$ cat config.mk
export PLATFORM = sky130hd
export DESIGN_NAME = reg_write_arbiter
export DESIGN_NICKNAME = d
export VERILOG_FILES = /design/src/rtl/regbank_pkg.sv /design/src/rtl/reg_write_arbiter_rr_pick.sv /design/src/rtl/reg_write_arbiter.sv
export SDC_FILE = /design/constraint.sdc
export NUM_CORES = 1
export LEC_CHECK = 0
export CELL_PAD_IN_SITES_DETAIL_PLACEMENT = 1
export CELL_PAD_IN_SITES_GLOBAL_PLACEMENT = 2
export CORE_ASPECT_RATIO = 2
export CORE_MARGIN = 3
export CORE_UTILIZATION = 21
export CTS_CLUSTER_SIZE = 40
export DETAILED_ROUTE_END_ITERATION = 12
export PLACE_DENSITY_LB_ADDON = 0.15
export SLEW_MARGIN = 20
export SYNTH_ARGS = -nofsm -noshare
export SYNTH_HDL_FRONTEND = slang
export SYNTH_SLANG_ARGS = --single-unit
$ cat constraint.sdc
create_clock -name Clock -period 2.4 [get_ports Clock]
set_input_delay 0.6 -clock Clock [delete_from_list [all_inputs] [get_ports Clock]]
set_output_delay 0.6 -clock Clock [all_outputs]
set_load 0.01 [all_outputs]
$ cat src/rtl/regbank_pkg.sv
// Shared definitions for the general-purpose register bank and its write-port arbiter.
package regbank_pkg;

  localparam int NREG_DEF = 4;
  localparam int GIDW     = 2;

  typedef enum logic [2:0] {
    FS_DEC      = 3'b000,
    FS_INC      = 3'b001,
    FS_LOAD     = 3'b010,
    FS_CLR      = 3'b011,
    FS_WLOW_CLR = 3'b100,
    FS_WLOW     = 3'b101,
    FS_WHIGH    = 3'b110,
    FS_SEXT     = 3'b111
  } funsel_e;

  typedef enum logic [1:0] {
    ST_IDLE  = 2'd0,
    ST_ISSUE = 2'd1,
    ST_LOW   = 2'd2,
    ST_HIGH  = 2'd3
  } arb_state_e;

endpackage

$ cat src/rtl/reg_write_arbiter_rr_pick.sv
// Combinational round-robin picker: first valid requester at or after ptr, wrapping.
module rr_pick #(
  parameter int N  = 3,
  parameter int IW = 2
) (
  input  logic [N-1:0]  valid,
  input  logic [IW-1:0] ptr,
  output logic [N-1:0]  grant,
  output logic [IW-1:0] idx,
  output logic          any
);

  // First pass covers ptr..N-1, second pass wraps to 0..ptr-1.
  always_comb begin
    grant = '0;
    idx   = '0;
    any   = 1'b0;
    for (int j = 0; j < N; j++) begin
      if (!any && valid[j] && (j >= int'(ptr))) begin
        any      = 1'b1;
        grant[j] = 1'b1;
        idx      = IW'(j);
      end
    end
    for (int j = 0; j < N; j++) begin
      if (!any && valid[j]) begin
        any      = 1'b1;
        grant[j] = 1'b1;
        idx      = IW'(j);
      end
    end
  end

endmodule

$ cat src/rtl/reg_write_arbiter.sv
// Round-robin write-port arbiter for the register bank; splits byte loads into low/high beats.
//   state    | meaning
//   ST_IDLE  | nothing driven to the bank
//   ST_ISSUE | single operation driven
//   ST_LOW   | split load, low byte beat driven (no acceptance)
//   ST_HIGH  | split load, high byte beat driven
module reg_write_arbiter
  import regbank_pkg::*;
#(
  parameter int NREQ = 3,
  parameter int NREG = NREG_DEF,
  parameter int SW   = $clog2(NREG)
) (
  input  logic               Clock,
  input  logic               Reset,
  input  logic [NREQ-1:0]    ReqValid,
  output logic [NREQ-1:0]    ReqReady,
  input  logic [NREQ*SW-1:0] ReqSel,
  input  logic [NREQ*3-1:0]  ReqFunSel,
  input  logic [NREQ-1:0]    ReqSplit,
  input  logic [NREQ*16-1:0] ReqData,
  output logic [NREG-1:0]    RegE,
  output logic [2:0]         RegFunSel,
  output logic [15:0]        RegI,
  output logic               Busy,
  output logic [GIDW-1:0]    GrantId
);

  arb_state_e         state_q, state_d;
  logic [GIDW-1:0]    ptr_q, ptr_d;
  logic [GIDW-1:0]    gid_q, gid_d;
  logic [7:0]         hi_q, hi_d;
  logic [NREG-1:0]    rege_q, rege_d;
  logic [2:0]         fs_q, fs_d;
  logic [15:0]        regi_q, regi_d;

  logic [NREQ-1:0]    grant;
  logic [GIDW-1:0]    pick_idx;
  logic               pick_any;
  logic               accept;

  logic [SW-1:0]      sel_k;
  logic [2:0]         fs_k;
  logic [15:0]        data_k;
  logic               split_k;

  rr_pick #(.N(NREQ), .IW(GIDW)) u_pick (
    .valid (ReqValid),
    .ptr   (ptr_q),
    .grant (grant),
    .idx   (pick_idx),
    .any   (pick_any)
  );

  // Held off while in reset so requesters never see a phantom accept.
  assign accept   = Reset && (state_q != ST_LOW) && pick_any;
  assign ReqReady = accept ? grant : '0;

  always_comb begin
    sel_k   = '0;
    fs_k    = '0;
    data_k  = '0;
    split_k = 1'b0;
    for (int k = 0; k < NREQ; k++) begin
      if (grant[k]) begin
        sel_k   = ReqSel[k*SW +: SW];
        fs_k    = ReqFunSel[k*3 +: 3];
        data_k  = ReqData[k*16 +: 16];
        split_k = ReqSplit[k];
      end
    end
  end

  always_ff @(posedge Clock or negedge Reset) begin
    if (!Reset) begin
      state_q <= ST_IDLE;
      ptr_q   <= '0;
      gid_q   <= '0;
      hi_q    <= '0;
      rege_q  <= '0;
      fs_q    <= '0;
      regi_q  <= '0;
    end else begin
      state_q <= state_d;
      ptr_q   <= ptr_d;
      gid_q   <= gid_d;
      hi_q    <= hi_d;
      rege_q  <= rege_d;
      fs_q    <= fs_d;
      regi_q  <= regi_d;
    end
  end

  always_comb begin
    state_d = ST_IDLE;
    if (accept) begin
      state_d = split_k ? ST_LOW : ST_ISSUE;
    end else if (state_q == ST_LOW) begin
      state_d = ST_HIGH;
    end
  end

  // Computes the beat for the next cycle; the registers above present it to the bank.
  always_comb begin
    ptr_d  = ptr_q;
    gid_d  = gid_q;
    hi_d   = hi_q;
    rege_d = '0;
    fs_d   = FS_DEC;
    regi_d = '0;
    if (accept) begin
      gid_d  = pick_idx;
      ptr_d  = (int'(pick_idx) == NREQ - 1) ? '0 : pick_idx + 1'b1;
      rege_d = NREG'(1) << sel_k;
      if (split_k) begin
        fs_d   = FS_WLOW;
        regi_d = {8'h00, data_k[7:0]};
        hi_d   = data_k[15:8];
      end else begin
        fs_d   = fs_k;
        regi_d = data_k;
      end
    end else if (state_q == ST_LOW) begin
      rege_d = rege_q;
      fs_d   = FS_WHIGH;
      regi_d = {8'h00, hi_q};
    end
  end

  assign RegE      = rege_q;
  assign RegFunSel = fs_q;
  assign RegI      = regi_q;
  assign Busy      = (state_q != ST_IDLE);
  assign GrantId   = gid_q;

endmodule
==> flow_results.xml <==
<?xml version="1.0" encoding="UTF-8"?>
<metrics>
  <group name="status">
    <metric name="status" unit="">complete, no violations</metric>
  </group>
  <group name="floorplanning">
    <metric name="initial_utilization" unit="%">21.70</metric>
    <metric name="floorplan.rows" unit="">45</metric>
    <metric name="fp.dieArea" unit="sq mm">0.009016</metric>
    <metric name="width_of_the_die" unit="microns">68.66</metric>
    <metric name="fp.coreArea" unit="sq mm">0.007601</metric>
    <metric name="floorplan.die.height" unit="microns">131.3</metric>
    <metric name="number_of_top_level_pins" unit="">100</metric>
  </group>
  <group name="logic_synthesis">
    <metric name="area_share_of_the_largest_cell_type_after_synthesis" unit="%">56.15</metric>
    <metric name="syn-instance-count" unit="">151</metric>
    <metric name="synth_top_cells_by_area" unit="">sky130_fd_sc_hd__dfrtp_1 (56%), sky130_fd_sc_hd__a222oi_1 (13%), sky130_fd_sc_hd__o21ai_0 (3.6%)</metric>
    <metric name="ys.warnings.count" unit="">0</metric>
    <metric name="synth_fp_nets" unit="">222</metric>
    <metric name="synth_area_leader_cell" unit="">sky130_fd_sc_hd__dfrtp_1</metric>
    <metric name="post_synthesis_instance_area" unit="sq mm">0.001649</metric>
    <metric name="syn-mean-instance-area" unit="sq um">10.92</metric>
    <metric name="synth_seq_cells" unit="">37</metric>
    <metric name="synth_sequential_area_ratio" unit="%">56.15</metric>
    <metric name="netlist-cell-type-count" unit="">25</metric>
  </group>
  <group name="sta">
    <metric name="max-slew-margin-rel" unit="%">43.37</metric>
    <metric name="timing.final.setup_violations" unit="">0</metric>
    <metric name="endpoints_failing_hold" unit="">0</metric>
    <metric name="final_max_tran_viols" unit="">0</metric>
    <metric name="layout_worst_path_cycle_share" unit="%">97.09</metric>
    <metric name="totalNegativeSetupSlack" unit="ns">0</metric>
    <metric name="timing_worst_slew_pin_value" unit="ns">0.8478</metric>
    <metric name="final_period_minus_worst_setup_slack" unit="ns">2.330</metric>
    <metric name="fmax" unit="GHz">0.4292</metric>
    <metric name="worst_hold_slack" unit="ns">0.4778</metric>
    <metric name="grt_setup_unrepaired" unit="">false</metric>
    <metric name="worst_slack" unit="ns">0.06993</metric>
    <metric name="clock-skew-final" unit="ns">0.003316</metric>
  </group>
  <group name="layout">
    <metric name="fin_nets" unit="">336</metric>
    <metric name="flow.area_growth_from_synthesis" unit="%">83.46</metric>
    <metric name="fillerInstances" unit="">856</metric>
    <metric name="count_of_antenna_diodes_in_the_layout" unit="">0</metric>
    <metric name="drive_above_1_share" unit="%">13.21</metric>
    <metric name="postLayoutCoreUtil" unit="%">39.80</metric>
    <metric name="mostFrequentLayoutCells" unit="">sky130_fd_sc_hd__clkdlybuf4s50_1 (92), sky130_fd_sc_hd__dfrtp_1 (37), sky130_fd_sc_hd__a222oi_1 (21)</metric>
    <metric name="layout.cells.most_common" unit="">sky130_fd_sc_hd__clkdlybuf4s50_1</metric>
  </group>
  <group name="clocking">
    <metric name="clock_latency_of_the_later_clocked_register_in_the_worst_skew_pair" unit="ns">0.28</metric>
    <metric name="clock_tree.buffer_depth" unit="">2</metric>
    <metric name="clkSlewWorstSetupHoldPaths" unit="ns">0.05</metric>
    <metric name="cts-buffers-inserted" unit="">5</metric>
    <metric name="h-tree-depth" unit="">2</metric>
    <metric name="clk_root_buffer_cell" unit="">sky130_fd_sc_hd__clkbuf_16</metric>
    <metric name="tritoncts_num_sinks" unit="">37</metric>
    <metric name="cts_tree" unit="">built</metric>
  </group>
  <group name="critical_path">
    <metric name="worstPathArrival" unit="ns">1.73</metric>
    <metric name="start_kind" unit="">input port</metric>
    <metric name="cp.required" unit="ns">1.80</metric>
    <metric name="timing.critical_path.slowest_cell_delay" unit="ns">0.37</metric>
    <metric name="critPathBufInv" unit="">4</metric>
    <metric name="criticalPathCategory" unit="">input port to primary output</metric>
    <metric name="worstSetupEndpointType" unit="">primary output</metric>
    <metric name="critical_path.slowest_cell" unit="">sky130_fd_sc_hd__o311ai_4</metric>
    <metric name="worst-path-max-fanout" unit="">4</metric>
    <metric name="crit_chain" unit="">dlygate4sd2_1, buf_6, o311ai_4, buf_4, nor2b_1, buf_2</metric>
    <metric name="worst_path_dominant_cell_family" unit="">buffers and inverters</metric>
  </group>
  <group name="drt">
    <metric name="drt_pre_antenna_iters" unit="">7</metric>
    <metric name="avgRoutedWirePerCell" unit="microns">17.22</metric>
    <metric name="routed-via-count" unit="">1711</metric>
    <metric name="total_routed_wirelength" unit="microns">6181</metric>
    <metric name="detailed_router_s_first_iteration_violation_count" unit="">78</metric>
    <metric name="via_count_normalized_by_instance_count" unit="">4.766</metric>
    <metric name="ant_nets" unit="">0</metric>
    <metric name="route.detailed.drc" unit="">0</metric>
  </group>
  <group name="global_routing">
    <metric name="grt_use_met2" unit="%">26.18</metric>
    <metric name="grt_pass1_vias" unit="">1859</metric>
    <metric name="gr-total-overflow" unit="">0</metric>
    <metric name="global_route.peak_usage_layer" unit="">met2</metric>
    <metric name="grt_util_met3" unit="%">3.422</metric>
    <metric name="grt.total_usage" unit="%">14.06</metric>
    <metric name="pin_count_of_the_biggest_net_entering_global_routing" unit="">38</metric>
    <metric name="first_pass_grt_wire_length" unit="microns">9432</metric>
    <metric name="grt_util_met1" unit="%">14.36</metric>
    <metric name="antenna_violations_before_repair" unit="">0</metric>
  </group>
  <group name="pwr">
    <metric name="power.static_leakage" unit="uW">0.001294</metric>
    <metric name="power-per-cell-area" unit="mW/mm^2">932.2</metric>
    <metric name="max-vdd-ir-drop" unit="mV">0.4132</metric>
  </group>
  <group name="place">
    <metric name="place_ws" unit="ns">-0.4592</metric>
    <metric name="portBuffers" unit="">99</metric>
    <metric name="gp_congestion" unit="">0.7690</metric>
    <metric name="dp_hpwl" unit="microns">4675</metric>
  </group>
  <group name="hold_path">
    <metric name="hold_class" unit="">input port to async pin</metric>
  </group>
  <group name="flow_run">
    <metric name="maxCapViolations" unit="">0</metric>
  </group>
</metrics>
==> worst paths after layout <==
check	depth (start not counted)	endpoint	from	slack, ns
max in group asynchronous	2	hi_q[5]	Reset	1.58
setup reg to reg	9	hi_q[5]	ptr_q[1]	0.37
min in group Clock	1	GrantId[0]	GrantId[0]	0.48
setup / recovery	6	ReqReady[1]	ReqValid[2]	0.07
hold reg to reg	1	GrantId[0]	GrantId[0]	0.48
hold / removal	2	RegI[6]	Reset	0.48
==> power breakdown <==
group | leakage, uW | switching (uW) | internal, uW | total [uW]
Clock | 0.0000700 | 232 | 407 | 639
Sequential | 0.000486 | 100 | 835 | 935
Combinational | 0.000738 | 574 | 672 | 1250
Total | 0.00129 | 907 | 1910 | 2820
==> sequential cells by signal, summed over array words and instances, names as in the netlist <==
name	cells
RegI	16
hi_q	8
RegE	4
RegFunSel	3
GrantId	2
ptr_q	2
state_q	2
==> what timing repair did <==
action / in CTS / in global routing
endpoints found under the setup margin: 27 / 2
buffers inserted: 2 / 0
pin swaps: 1 / 1
gates resized for setup: 9 / 5
endpoints found under the hold margin: 0 / 0
hold buffers: 0 / 0
==> area by class of cell <==
cell class,instances,area (sq um),share of cell area (%)
timing repair buffer,121,1159,38.30
sequential,37,925.9,30.60
multi-input combinational,100,680.7,22.50
clock buffer,7,142.6,4.715
tap,94,117.6,3.888
==> synthesized netlist by cell type, drive strengths merged <==
| master | number |
|---|---|
| dfrtp | 37 |
| a222oi | 21 |
| o21ai | 19 |
| nand2 | 13 |
| clkbuf | 10 |
| nor2 | 10 |
| o31ai | 8 |
| nor2b | 7 |
| a21o | 5 |
| a22o | 4 |
| buf | 4 |
| nand2b | 4 |
| a21oi | 2 |
| a22oi | 1 |
| and2 | 1 |
| and3 | 1 |
| o211a | 1 |
| o21a | 1 |
| o311ai | 1 |
| or2 | 1 |
==> through the flow <==
step / instances / instance area [sq um] / power [uW]
after floorplan: 151 / 1649 / 1504
after global placement: 350 / 2868 / 2199
after detailed placement: 350 / 2868 / 2221
after CTS: 359 / 3014 / 2881
after global routing: 359 / 3025 / 3017
final: 359 / 3025 / 2820
==> metal layers <==
layer	up-vias	part of all wire [%]
li1	813	-
met1	824	35
met3	6	6.6
met4	0	1.3
met5	-	0
met2	68	57
==> cells by family after synthesis <==
family	after synthesis	synth area share [%]
compound gates	63	29.21
buf+inv	14	3.945
flops	37	56.15
simple gates	37	10.70
Note: power is estimated with default switching activity, not from simulation.
